==> config.mk <==
export PLATFORM = sky130hd
export DESIGN_NAME = axis_loopback_fifo
export DESIGN_NICKNAME = d
export VERILOG_FILES = /design/src/rtl/axis_loopback_pkg.sv /design/src/rtl/axis_fifo_mem.sv /design/src/rtl/axis_loopback_fifo.sv
export SDC_FILE = /design/constraint.sdc
export NUM_CORES = 1
export LEC_CHECK = 0
export ABC_AREA = 1
export ABC_CLOCK_PERIOD_IN_PS = 4800
export BUFFER_PORTS_ARGS = -buffer_cell sky130_fd_sc_hd__buf_2
export CAP_MARGIN = 20
export CORE_MARGIN = 8
export CORE_UTILIZATION = 54
export CTS_BUF_LIST = sky130_fd_sc_hd__clkbuf_8
export DETAILED_ROUTE_END_ITERATION = 16
export HOLD_SLACK_MARGIN = 0.08
export PLACE_DENSITY_LB_ADDON = 0.1
export SLEW_MARGIN = 20
export SYNTH_ARGS = -nofsm -noshare
export SYNTH_HDL_FRONTEND = slang
export SYNTH_SLANG_ARGS = --single-unit
==> constraint.sdc <==
create_clock -name clk -period 4.8 [get_ports clk]
set_input_delay 0.72 -clock clk [delete_from_list [all_inputs] [get_ports clk]]
set_output_delay 0.72 -clock clk [all_outputs]
set_load 0.03 [all_outputs]
==> src/rtl/axis_loopback_pkg.sv <==
// Shared constants, store-and-forward state type and pointer-width helper for
// the AXI-Stream loopback FIFO.
package axis_loopback_pkg;

  localparam int C_AXIS_WIDTH = 8;
  localparam int C_FIFO_DEPTH = 16;
  localparam int C_PKT_CNT_W  = 16;

  typedef enum logic {
    SF_STORE = 1'b0,
    SF_CUT   = 1'b1
  } sf_state_e;

  function automatic int clog2(input int value);
    int r;
    int v;
    r = 0;
    v = value - 1;
    while (v > 0) begin
      r = r + 1;
      v = v >> 1;
    end
    return r;
  endfunction

endpackage

==> src/rtl/axis_fifo_mem.sv <==
// Simple-dual-port register array: one synchronous write port, one
// asynchronous read port. Contents are not reset.
module axis_fifo_mem
  import axis_loopback_pkg::*;
#(
  parameter int c_WIDTH = C_AXIS_WIDTH,
  parameter int c_DEPTH = C_FIFO_DEPTH
) (
  input  logic                      clk,
  input  logic                      wr_en,
  input  logic [clog2(c_DEPTH)-1:0] wr_addr,
  input  logic [c_WIDTH:0]          wr_data,
  input  logic [clog2(c_DEPTH)-1:0] rd_addr,
  output logic [c_WIDTH:0]          rd_data
);

  logic [c_WIDTH:0] mem_q [c_DEPTH];

  always_ff @(posedge clk) begin
    if (wr_en) begin
      mem_q[wr_addr] <= wr_data;
    end
  end

  assign rd_data = mem_q[rd_addr];

endmodule

==> src/rtl/axis_loopback_fifo.sv <==
// AXI-Stream loopback through a registered-output FWFT FIFO with packet counter.
// Optional store-and-forward mode: define AXIS_LOOPBACK_STORE_FWD_EN.
//
// state    | meaning (store-and-forward build only)
// SF_STORE | hold output until a complete packet is buffered
// SF_CUT   | FIFO full with no complete packet; behave as cut-through
module axis_loopback_fifo
  import axis_loopback_pkg::*;
#(
  parameter int c_WIDTH = C_AXIS_WIDTH,
  parameter int c_DEPTH = C_FIFO_DEPTH,
  parameter int c_CNT_W = C_PKT_CNT_W
) (
  input  logic                    clk,
  input  logic                    rst,
  input  logic [c_WIDTH-1:0]      s_axis_tdata,
  input  logic                    s_axis_tvalid,
  output logic                    s_axis_tready,
  input  logic                    s_axis_tlast,
  output logic [c_WIDTH-1:0]      m_axis_tdata,
  output logic                    m_axis_tvalid,
  input  logic                    m_axis_tready,
  output logic                    m_axis_tlast,
  output logic [clog2(c_DEPTH):0] occupancy,
  output logic [c_CNT_W-1:0]      pkt_count
);

  localparam int AW = clog2(c_DEPTH);
  localparam int PW = AW + 1;
  localparam logic [PW-1:0] DEPTH_P = PW'(c_DEPTH);

  logic [PW-1:0]      wr_ptr_q, wr_ptr_d;
  logic [PW-1:0]      rd_ptr_q, rd_ptr_d;
  logic [PW-1:0]      occ_d;
  logic               s_ready_q, s_ready_d;
  logic               m_valid_q, m_valid_d;
  logic [c_WIDTH:0]   head_q, head_d;
  logic [c_WIDTH:0]   mem_rd_data;
  logic [c_CNT_W-1:0] pkt_count_q, pkt_count_d;
  logic               push, pop, pop_last;

  axis_fifo_mem #(
    .c_WIDTH (c_WIDTH),
    .c_DEPTH (c_DEPTH)
  ) u_mem (
    .clk     (clk),
    .wr_en   (push),
    .wr_addr (wr_ptr_q[AW-1:0]),
    .wr_data ({s_axis_tlast, s_axis_tdata}),
    .rd_addr (rd_ptr_d[AW-1:0]),
    .rd_data (mem_rd_data)
  );

  always_comb begin
    push     = s_axis_tvalid && s_ready_q;
    pop      = m_valid_q && m_axis_tready;
    pop_last = pop && head_q[c_WIDTH];
    wr_ptr_d = wr_ptr_q + (push ? PW'(1) : '0);
    rd_ptr_d = rd_ptr_q + (pop ? PW'(1) : '0);
    occ_d    = wr_ptr_d - rd_ptr_d;
    s_ready_d = (occ_d < DEPTH_P);
    // The next head may be the beat being written this edge; bypass the array.
    head_d = head_q;
    if (occ_d != '0) begin
      head_d = (push && (rd_ptr_d == wr_ptr_q)) ? {s_axis_tlast, s_axis_tdata}
                                                : mem_rd_data;
    end
    pkt_count_d = pkt_count_q + (pop_last ? c_CNT_W'(1) : '0);
  end

`ifdef AXIS_LOOPBACK_STORE_FWD_EN
  logic [PW-1:0] cplt_q, cplt_d;
  sf_state_e     state_q, state_d;
  logic          push_last;

  always_comb begin
    push_last = push && s_axis_tlast;
    cplt_d    = cplt_q;
    if (push_last && !pop_last) begin
      cplt_d = cplt_q + PW'(1);
    end else if (!push_last && pop_last) begin
      cplt_d = cplt_q - PW'(1);
    end

    state_d = state_q;
    case (state_q)
      SF_STORE: if ((wr_ptr_q - rd_ptr_q) == DEPTH_P && cplt_q == '0) state_d = SF_CUT;
      SF_CUT:   if (pop_last) state_d = SF_STORE;
      default:  state_d = SF_STORE;
    endcase

    m_valid_d = (occ_d != '0) && ((cplt_d != '0) || (state_d == SF_CUT));
  end

  always_ff @(posedge clk or negedge rst) begin
    if (!rst) begin
      cplt_q  <= '0;
      state_q <= SF_STORE;
    end else begin
      cplt_q  <= cplt_d;
      state_q <= state_d;
    end
  end
`else
  always_comb begin
    m_valid_d = (occ_d != '0);
  end
`endif

  always_ff @(posedge clk or negedge rst) begin
    if (!rst) begin
      wr_ptr_q    <= '0;
      rd_ptr_q    <= '0;
      s_ready_q   <= 1'b0;
      m_valid_q   <= 1'b0;
      head_q      <= '0;
      pkt_count_q <= '0;
    end else begin
      wr_ptr_q    <= wr_ptr_d;
      rd_ptr_q    <= rd_ptr_d;
      s_ready_q   <= s_ready_d;
      m_valid_q   <= m_valid_d;
      head_q      <= head_d;
      pkt_count_q <= pkt_count_d;
    end
  end

  assign s_axis_tready = s_ready_q;
  assign m_axis_tvalid = m_valid_q;
  assign m_axis_tdata  = head_q[c_WIDTH-1:0];
  assign m_axis_tlast  = head_q[c_WIDTH];
  assign occupancy     = wr_ptr_q - rd_ptr_q;
  assign pkt_count     = pkt_count_q;

endmodule

==> results of run 1 <==
## synthesized netlist by cell type
cell,number,area share (%)
nand2_1,290,13
edfxtp_1,144,53
nand3_1,88,5.4
nor2_1,84,3.8
inv_1,56,2.6
dfrtp_1,37,11
o21ai_0,21,1.3
ha_1,14,2.1
nand4_1,14,1.1
clkbuf_1,13,0.59
xor2_1,11,1.2
buf_2,10,0.61
nand2_2,8,0.61
inv_2,6,0.27
xnor2_1,6,0.64
buf_1,4,0.18
a21oi_1,3,0.18
buf_4,2,0.18
buf_6,2,0.27
nor2_8,2,0.49
and2_1,1,0.076
clkinv_1,1,0.046
fa_1,1,0.24
nand2_4,1,0.14
nand3_2,1,0.12
nand3_4,1,0.21
nand3b_1,1,0.091
nor2_2,1,0.076
nor3_1,1,0.061
nor3_4,1,0.20
nor4_1,1,0.076
o21ai_1,1,0.061
o21ai_2,1,0.11
## routing by layer
layer	wire (µm)	GRT usage [%]	share of wire, %	vias up
met5	0	0	0	-
met4	349	7.22	1.9	0
met3	990	5.16	5.4	23
met2	8740	31.8	48	150
met1	8300	25.7	45	2686
li1	-	-	-	2798
## logic make-up (layout without fill, tap and decap cells)
logic type               after synthesis  in the layout  synth area share [%]
flip-flops                           181            181                  63.8
buffers and inverters                 94            143                  4.72
adder cells (fa/ha/maj)               15             15                  2.37
AO/OA/AOI/OAI                         26             26                  1.63
AND/OR/NAND/NOR                      495            495                  25.6
XOR/XNOR                              17             17                  1.81
## worst max-delay path: stages, from the launching register on
cell	delay, ns
dfrtp_1	0.38
nand2_1	0.10
inv_1	0.07
ha_2	0.16
ha_1	0.26
buf_4	0.28
inv_1	0.10
buf_4	0.30
nand2_1	0.11
and2_1	0.18
ha_1	0.19
inv_1	0.05
nand2_1	0.08
inv_1	0.06
nand2_1	0.04
nand2_1	0.07
nand2_2	0.08
nor2_8	0.19
nand2_4	0.11
nand2_1	0.09
nand2_1	0.05
## stage by stage
| stage | total power, µW | instances | setup WS [ns] | utilization (%) |
|---|---|---|---|---|
| floorplan | 4350 | 828 | 2.21 | - |
| global placement | 5030 | 1032 | 1.36 | 56.9 |
| detailed placement | 5090 | 1032 | 1.29 | 56.9 |
| CTS | 6130 | 1064 | 1.71 | 59.6 |
| global route | 6620 | 1065 | 1.39 | 59.7 |
| finish | 6140 | 1065 | 1.70 | 59.7 |
## area by class of cell
cell class / instances / share of cell area (%)
Sequential cell: 181 / 58.5
Multi-Input combinational cell: 553 / 28.8
Timing Repair Buffer: 48 / 2.93
Inverter: 63 / 2.63
Tap cell: 188 / 2.62
Clock buffer: 17 / 2.61
Clock inverter: 15 / 1.92
## path summary, 6_finish.rpt
| kind | from | to | cells after the start |
|---|---|---|---|
| max | m_axis_tvalid | head_q[6] | 20 |
| min in group clk | pkt_count[15] | pkt_count[15] | 1 |
| min | rst | rd_ptr_q[2] | 1 |
| min reg2reg | pkt_count[15] | pkt_count[15] | 1 |
| max in group asynchronous | rst | pkt_count[10] | 1 |
| max reg2reg | m_axis_tvalid | head_q[6] | 20 |
## power by group
group          switching [µW]  total [µW]  internal, µW  leakage, µW
clock network             574        1050           476     0.000200
logic                    2160        3060           892      0.00194
registers                 141        2030          1890      0.00175
total                    2880        6140          3260      0.00389
## cells in the final DEF, fill, tap and decap left out, types with 2 or more instances in the layout
| master | n |
|---|---|
| bufinv_16 | 2 |
| nand2_1 | 290 |
| buf_4 | 3 |
| nand4_1 | 14 |
| inv_1 | 56 |
| clkbuf_8 | 17 |
| inv_8 | 3 |
| a21oi_1 | 3 |
| dfrtp_1 | 37 |
| clkinvlp_4 | 2 |
| clkinv_4 | 3 |
| o21ai_0 | 21 |
| xor2_1 | 11 |
| edfxtp_1 | 144 |
| xnor2_1 | 6 |
| buf_2 | 44 |
| nand3_1 | 88 |
| nor2_1 | 84 |
| nand2_2 | 8 |
| ha_1 | 13 |
| nor2_8 | 2 |
| clkinv_1 | 3 |
| inv_2 | 6 |
## flip-flops by register name, indices dropped and copies added, names as in the netlist
| register | flops |
|---|---|
| rd_ptr_q | 5 |
| pkt_count | 16 |
| s_axis_tready | 1 |
| head_q | 9 |
| u_mem.mem_q | 144 |
| m_axis_tvalid | 1 |
| wr_ptr_q | 5 |
==> reports/qor.csv, run 1 <==
stage,metric,value,unit
status,outcome,completed,
detailed_routing,drc,0,
critical_path,worstSetupPathType,register to register,
floorplan,core_area,15000,µm²
sta,holdWs,0.341,ns
sta,rsz0062_at_grt,no,
placed_design,dp_hpwl,11900,µm
critical_path,rrSetupSlack,1.70,ns
detailed_routing,drt-initial-drc-count,465,
sta,fin_tns_setup,0,ns
sta,relSlewSlack,34.1,%
clock_network,cts_sinks,181,
sta,finalHoldViolCount,0,
floorplan,num_rows,45,
layout,drive_gt1_share,11.5,%
floorplan,ioPinCount,45,
synthesis,synthDistinctLibCells,33,
sta,fin_crit,3.10,ns
global_route,grt_pass1_vias,5528,
sta,fmax,322,MHz
placed_design,placed_area,8550,µm²
sta,finalMaxSlewViolations,0,
worst_hold_path,hp-class,input port to async pin,
sta,clock_skew,0.0155,ns
floorplan,die-area,19400,µm²
clock_network,cts_resized,0,
detailed_routing,vias,5657,
synthesis,yosys_warnings,0,
synthesis,ys_seq_elements,181,
global_route,overflow,0,
detailed_routing,wl_per_cell,17.3,µm
clock_network,cts_tree,yes,
clock_network,clk_pin_slew,0.09,ns
layout,final_nets,892,
critical_path,required,5.15,ns
clock_network,holdBufCountCts,0,
pwr,powerDensity,683,nW/µm²
layout,final_cell_area,8980,µm²
detailed_routing,ant_nets,0,
placed_design,gp_congestion,0.879,
pwr,p_leak,0.00389,µW
sta,worst_pin_slew,0.984,ns
pwr,ir_drop,0.687,mV
flow_run,cap_violations,0,
detailed_routing,finalWirelength,18400,µm
clock_network,insertion_delay,0.46,ns
synthesis,syn-num-nets,856,
floorplan,die_w,139,µm
critical_path,endpoint_kind,register,
clock_network,post-cts-setup-buffer-count,0,
global_route,antenna_found_initial,0,
layout,regArea,5250,µm²
clock_network,cts.htree.levels,4,
layout,area_delta_synth_final,9.19,%
layout,diodes,0,
detailed_routing,drtPass1Iterations,5,
global_route,grt_pass1_wl,29800,µm
layout,fillers,1322,
critical_path,worst_setup_path_start_kind,register,
synthesis,ys_seq_area_share,63.8,%
sta,fin_crit_sh,64.6,%
critical_path,crit_fanout,48,
placed_design,io_buffer_count,44,
global_route,grt_usage,19.9,%
global_route,grt_start_max_net_pins,84,
synthesis,synthCells,828,
clock_network,cts-root-buf,clkbuf_8,
layout,multi_input_area,2590,µm²
detailed_routing,vias_per_cell,5.31,
clock_network,clockBufferDepth,2,
critical_path,arrival,3.45,ns
synthesis,syn_avg_cell_area,9.93,µm²
clock_network,cts_buffers,17,
floorplan,initial_core_util,54.7,%
sta,setup-violations-final,0,
synthesis,synth_area,8220,µm²
floorplan,dieHeight,139,µm
Power figures use the tool's default switching activity.
==> inputs of run 2 (changes only) <==
ABC_CLOCK_PERIOD_IN_PS = 2500   (was 4800)
clock period = 2.5 ns   (was 4.8 ns; I/O delays follow)
==> run 2 against run 1 <==
Effect of this change:
- hold slack barely moved
- routed wire length rose by 1.9%
- largest cell class unchanged
- core utilization rose by 1.7 points
- clock skew fell by 0.0052 ns
- clock-buffer cell count did not move
- final cell count rose by 2.6%
- sequential power rose by 92%
- combinational power rose by 110%
- first-iteration DRC count fell by 13%
- critical path type is now register to output pin
- sequential share of layout area fell by 1.6 points
- clock power rose by 70%
- flip-flop and latch count did not move
==> reports/qor.csv, run 2 (synthesis results as in run 1) <==
stage,metric,value,unit,change
status,outcome,completed,,
clock_network,clockBufferDepth,2,,unchanged
sta,fmax,416,MHz,
floorplan,initial_core_util,54.7,%,unchanged
critical_path,rrSetupSlack,0.19,ns,-1.51 ns
clock_network,cts_tree,yes,,
layout,final_nets,921,,+3.3%
sta,fin_crit,2.40,ns,
floorplan,core_area,15000,µm²,unchanged
pwr,p_sw,5570,µW,+94%
pwr,p_leak,0.00403,µW,+3.6%
detailed_routing,vias,5880,,+3.9%
sta,holdWs,0.341,ns,-0.000183 ns
sta,relSlewSlack,44.3,%,+10 points
detailed_routing,vias_per_cell,5.38,,+1.3%
clock_network,cts_buffers,17,,unchanged
global_route,antenna_found_initial,0,,unchanged
floorplan,ioPinCount,45,,unchanged
floorplan,die_w,139,µm,unchanged
clock_network,cts_sinks,181,,unchanged
pwr,intPower,6480,µW,+99%
critical_path,worst_setup_path_start_kind,register,,
detailed_routing,wl_per_cell,17.1,µm,-0.68%
clock_network,insertion_delay,0.46,ns,about the same
pwr,powerDensity,1300,nW/µm²,+91%
layout,multi_input_area,2630,µm²,+1.6%
layout,final_common_cell,nand2_1,,
critical_path,r2r-end,head_q[4],,
sta,fin_ws,0.0985,ns,-1.60 ns
flow_run,cap_violations,0,,unchanged
placed_design,dp_hpwl,12400,µm,+4.8%
global_route,grt_usage,19.8,%,-0.10 points
placed_design,gp_congestion,0.867,,-1.4%
critical_path,worstSetupEndpoint,occupancy[3],,
sta,finalMaxSlewViolations,0,,unchanged
placed_design,io_buffer_count,44,,unchanged
sta,finalHoldViolCount,0,,unchanged
layout,drive_gt1_share,15.0,%,+3.5 points
layout,largest-register,u_mem.mem_q,,
worst_hold_path,hold_depth,4,,
critical_path,rr_worst_depth,16,,-20%
clock_network,cts-root-buf,clkbuf_8,,
clock_network,clk_pin_slew,0.09,ns,about the same
sta,worst_pin_slew,0.836,ns,-0.148 ns
detailed_routing,drc,0,,unchanged
pwr,p_sw_share,46.2,%,-0.69 points
sta,fin_crit_sh,96.1,%,
floorplan,num_rows,45,,unchanged
layout,diodes,0,,unchanged
critical_path,endpoint_kind,output pin,,
pwr,power.share.sequential,32.4,%,-0.7 points
layout,largest_register_ff_count,144,,unchanged
layout,regArea,5250,µm²,about the same
global_route,overflow,0,,unchanged
pwr,clkPwrFrac,14.8,%,-2.3 points
clock_network,cts.htree.levels,4,,unchanged
pwr,power_frac_comb,52.9,%,+3.1 points
worst_hold_path,hp-class,input port to register,,
global_route,grt_pass1_vias,5668,,+2.5%
critical_path,worstSetupPathType,register to output pin,,
critical_path,required,2.12,ns,-3.03 ns
layout,area_delta_synth_final,12.3,%,
detailed_routing,drt-initial-drc-count,403,,-13%
critical_path,arrival,2.03,ns,-1.42 ns
global_route,grt_start_max_net_pins,63,,-25%
critical_path,crit_path_start,wr_ptr_q[2],,
global_route,grt_pass1_wl,29900,µm,+0.56%
layout,postLayoutCoreUtil,61.4,%,+1.7 points
layout,mostFrequentLayoutCells,"290 x nand2_1, 144 x edfxtp_1, 88 x nand3_1",,
placed_design,dp_slack,-0.0378,ns,-1.33 ns
floorplan,die-area,19400,µm²,unchanged
detailed_routing,finalWirelength,18700,µm,+1.9%
sta,setup-violations-final,0,,unchanged
sta,rsz0062_at_grt,yes,,
detailed_routing,drtPass1Iterations,5,,unchanged
sta,clock_skew,0.0103,ns,-0.00522 ns
floorplan,dieHeight,139,µm,unchanged
layout,fillers,1285,,-2.8%
critical_path,crit_fanout,8,,-83%
critical_path,r2r_start,wr_ptr_q[0],,
pwr,ir_drop,0.895,mV,+30%
detailed_routing,ant_nets,0,,unchanged
-- run 2: cell types whose count changed in the layout (fill, tap and decap cells not counted), sizes merged --
cell / previous run / this run
bufinv: 2 / 1
inv: 66 / 65
clkinv: 8 / 9
dlygate4sd3: 0 / 1
buf: 48 / 76
-- run 2: power by group through the flow --
stage	sequential, µW	clock (µW)	combinational (µW)
5_1_grt	3940	1920	7080
2_1_floorplan	4150	0	4200
3_5_place_dp	3960	0	6220
3_3_place_gp	3940	0	6110
6_report	3900	1780	6370
4_1_cts	3880	1820	6270
-- run 2: worst max-delay path: stages, from the launching register on --
cell and delay, ns:
dfrtp_1 0.51, ha_1 0.42, nand2_1 0.06, o21ai_0 0.22
xor2_1 0.15, buf_2 0.21
-- run 2: stage by stage --
| stage | instance area (µm²) | TNS, ns | total power (µW) | std cells |
|---|---|---|---|---|
| after global routing | 9240 | -0.0258 | 12900 | 1093 |
| final | 9240 | 0 | 12100 | 1093 |
| after global placement | 8830 | 0 | 10100 | 1060 |
| after detailed placement | 8830 | -0.153 | 10200 | 1060 |
| after floorplan | 8220 | 0 | 8350 | 828 |
| after CTS | 9190 | 0 | 12000 | 1093 |
-- run 2: worst min-delay path by stage --
stage / from / end / slack, ns
after floorplan: rst / head_q[0] / 0.08
after global placement: pkt_count[15] / pkt_count[15] / 0.45
after detailed placement: pkt_count[15] / pkt_count[15] / 0.46
after CTS: s_axis_tvalid / wr_ptr_q[0] / 0.29
after global routing: s_axis_tvalid / wr_ptr_q[0] / 0.34
final: s_axis_tvalid / wr_ptr_q[0] / 0.34
-- run 2: timing repair --
action | in CTS | in global routing
gates resized for setup | 2 | 11
pin swaps | 0 | 1
setup endpoints to repair | 1 | 12
hold buffers | 1 | 0
endpoints found under the hold margin | 37 | 0
setup buffers | 1 | 0
-- run 2: area by class of cell --
cell class	count	area share (%)
Sequential cell	181	56.9
Multi-Input combinational cell	553	28.5
Timing Repair Buffer	77	5.80
Inverter	63	2.56
Tap cell	188	2.55
Clock buffer	17	2.53
Clock inverter	14	1.22
-- run 2: layer usage --
layer,part of all wire [%],vias to the layer above,global-route usage (%)
met5,0,-,0
met4,1.8,0,6.30
met3,6.0,22,4.51
met2,48,182,32.6
met1,44,2827,25.5
li1,-,2849,-
==> inputs of run 3 (changes only) <==
ABC_CLOCK_PERIOD_IN_PS = 2200   (was 2500)
CTS_BUF_LIST = not set   (was sky130_fd_sc_hd__clkbuf_8)
clock period = 2.2 ns   (was 2.5 ns; I/O delays follow)
==> run 3 against run 2 <==
Effect of this change:
- the run now ends with setup timing left
- first-iteration DRC count rose by 16%
- final area is 8.5% higher
- routed wire length rose by 7.5%
- sequential share of layout area decreased by 4.5 points
- setup slack got worse by 0.16 ns
- critical endpoint is now head_q[7]
- largest cell class unchanged
- highest routed layer unchanged
==> reports/qor.csv, run 3 (synthesis results as in run 1) <==
stage,metric,value,unit,change
sta,finalMaxSlewViolations,0,,unchanged
sta,fmax,442,MHz,
sta,setup-violations-final,11,,+11
sta,finalHoldViolCount,0,,unchanged
placed_design,placed_area,9050,µm²,+2.5%
pwr,p_leak,0.00433,µW,+7.5%
critical_path,arrival,2.63,ns,+0.60 ns
status,violations,setup timing,,
critical_path,path_buf_inv,4,,+3
pwr,intPower,9180,µW,+42%
global_route,busiest_layer,met2,,
layout,drive_gt1_share,22.5,%,+7.5 points
sta,worst_pin_slew,0.430,ns,-0.406 ns
global_route,grt_pass1_vias,5909,,+4.3%
clock_network,cts-root-buf,clkbuf_16,,
global_route,grt_usage,21.1,%,+1.4 points
placed_design,gp_congestion,0.886,,+2.2%
floorplan,die-area,19400,µm²,unchanged
critical_path,critPathMaxStageDelay,0.42,ns,-0.09 ns
placed_design,dp_slack,-0.184,ns,-0.146 ns
critical_path,critPathTopFamily,simple AND/OR/NAND/NOR gates,,
critical_path,rrSetupSlack,-0.06,ns,-0.25 ns
layout,mostFrequentLayoutCells,"272 x nand2_1, 144 x edfxtp_1, 84 x nand3_1",,
critical_path,cp_slowest_cell,dfrtp_1,,
placed_design,io_buffer_count,44,,unchanged
global_route,overflow,0,,unchanged
floorplan,die_w,139,µm,unchanged
critical_path,path_cells,buf_6 > ha_4 > ha_4 > inv_1 > nand2_2 > and2_4 > ha_4 > inv_2 > nand2_2 > nand3_1 > nand2_1 > nand2_2 > nor2_8 > buf_12 > nand3_1 > nand2_1,,
floorplan,ioPinCount,45,,unchanged
pwr,power.share.sequential,27.0,%,-5.4 points
flow_run,cap_violations,0,,unchanged
critical_path,cp_num_cells,16,,+11
global_route,use_met1,26.5,%,+1.0 points
critical_path,endpoint_kind,register,,
critical_path,crit_path_start,wr_ptr_q[0],,
clock_network,cts_tree,yes,,
worst_hold_path,hp-class,input port to register,,
layout,diodes,0,,unchanged
clock_network,clk_pin_slew,0.06,ns,-0.03 ns
detailed_routing,vias_per_cell,5.41,,+0.64%
critical_path,worstSetupPathType,register to register,,
clock_network,cts_buffers,17,,unchanged
layout,largest_register_ff_count,144,,unchanged
pwr,powerDensity,1630,nW/µm²,+25%
pwr,clkPwrFrac,18.0,%,+3.2 points
detailed_routing,finalWirelength,20100,µm,+7.5%
sta,fin_ws,-0.0622,ns,-0.161 ns
detailed_routing,drtPass1Iterations,6,,+1
detailed_routing,vias,6096,,+3.7%
global_route,grt_use_met3,4.38,%,-0.14 points
global_route,grt_start_max_net_pins,46,,-27%
sta,fin_crit,2.26,ns,
clock_network,clockBufferDepth,2,,unchanged
pwr,p_total,16300,µW,+35%
layout,area_delta_synth_final,21.9,%,
pwr,p_sw,7140,µW,+28%
sta,clock_skew,0.00688,ns,-0.00340 ns
layout,fillers,1161,,-9.6%
floorplan,num_rows,45,,unchanged
sta,fin_crit_sh,103,%,
layout,final_common_cell,nand2_1,,
clock_network,insertion_delay,0.43,ns,-0.03 ns
critical_path,r2r_start,wr_ptr_q[0],,
sta,holdWs,0.277,ns,-0.0633 ns
global_route,antenna_found_initial,0,,unchanged
pwr,p_sw_share,43.7,%,-2.5 points
critical_path,rr_worst_depth,16,,unchanged
detailed_routing,drc,0,,unchanged
layout,final_cell_area,10000,µm²,+8.5%
floorplan,initial_core_util,54.7,%,unchanged
detailed_routing,ant_nets,0,,unchanged
status,outcome,finished with violations,,
critical_path,r2r-end,head_q[7],,
critical_path,worstSetupEndpoint,head_q[7],,
layout,final_nets,953,,+3.5%
floorplan,core_area,15000,µm²,unchanged
floorplan,dieHeight,139,µm,unchanged
critical_path,crit_fanout,9,,+1
critical_path,required,2.57,ns,+0.45 ns
critical_path,worst_setup_path_start_kind,register,,
global_route,met2_usage,35.4,%,+2.8 points
detailed_routing,wl_per_cell,17.9,µm,+4.4%
pwr,power_frac_comb,55.0,%,+2.1 points
layout,postLayoutCoreUtil,66.7,%,+5.3 points
placed_design,dp_hpwl,13100,µm,+5.1%
clock_network,cts_sinks,181,,unchanged
layout,largest-register,u_mem.mem_q,,
sta,relSlewSlack,71.3,%,+27 points
clock_network,cts.htree.levels,4,,unchanged
detailed_routing,drt-initial-drc-count,469,,+16%
sta,rsz0062_at_grt,yes,,
pwr,ir_drop,0.969,mV,+8.2%
global_route,grt_pass1_wl,31500,µm,+5.3%
==> run 3: changes by cell type in the layout (fill, tap and decap cells not counted), moves of 4 or more <==
cell	change
buf_12	+5
buf_4	+22
buf_6	+5
clkbuf_16	+17
clkbuf_8	-17
ha_1	-6
ha_4	+9
inv_1	-7
inv_2	+5
nand2_1	-18
nand2_2	+18
nand3_1	-4
nand3_2	+4
==> run 3: timing repair <==
action / 4_1_cts / 5_1_grt
setup buffers: 3 / 13
gates resized for setup: 24 / 39
hold endpoints to repair: 8 / 0
hold buffers: 1 / 0
pin swaps: 6 / 28
gates cloned: 1 / 0
endpoints found under the setup margin: 14 / 18
==> run 3: worst min-delay path by stage <==
stage	from	endpoint	slack, ns	depth (start not counted)
final	s_axis_tvalid	wr_ptr_q[0]	0.28	4
after global routing	s_axis_tvalid	wr_ptr_q[0]	0.29	4
after CTS	rst	rd_ptr_q[4]	0.28	2
after detailed placement	rst	wr_ptr_q[4]	0.20	1
after global placement	rst	rd_ptr_q[4]	0.20	1
after floorplan	rst	head_q[0]	0.03	0
==> run 3: power by group through the flow <==
stage,Sequential [µW],Clock (µW),Combinational (µW)
after floorplan,4730,0,4870
after global placement,4430,0,7580
final,4400,2930,8980
after CTS,4390,2950,8350
after global routing,4440,3090,9860
after detailed placement,4450,0,7760
==> run 3: per-layer routing <==
layer / wire, µm / share of wire [%]
met5: 0 / 0
met4: 422 / 2.1
met3: 1060 / 5.3
met2: 10100 / 50
met1: 8570 / 43
==> run 3: area by class of cell <==
| class | count | area [µm²] | share of cell area, % |
|---|---|---|---|
| clock buffers | 20 | 437 | 4.35 |
| clock inverters | 12 | 130 | 1.30 |
| inverters | 63 | 239 | 2.38 |
| multi-input cells | 554 | 2870 | 28.6 |
| flip-flops and latches | 181 | 5260 | 52.4 |
| well taps | 188 | 235 | 2.35 |
| repair buffers | 108 | 862 | 8.60 |
==> run 3: worst reg2reg max path, stage by stage, from the launching register on <==
cell	delay, ns
dfrtp_1	0.42
buf_6	0.15
ha_4	0.16
ha_4	0.28
inv_1	0.05
nand2_2	0.06
and2_4	0.14
ha_4	0.12
inv_2	0.03
nand2_2	0.07
nand3_1	0.07
nand2_1	0.09
nand2_2	0.09
nor2_8	0.18
buf_12	0.14
nand3_1	0.09
nand2_1	0.08
==> run 3: stage by stage <==
step,std cells,setup TNS [ns]
3_5_place_dp,1076,-1.60
6_report,1126,-0.317
3_3_place_gp,1076,-0.742
4_1_cts,1113,-0.609
5_1_grt,1126,-1.61
2_1_floorplan,828,0
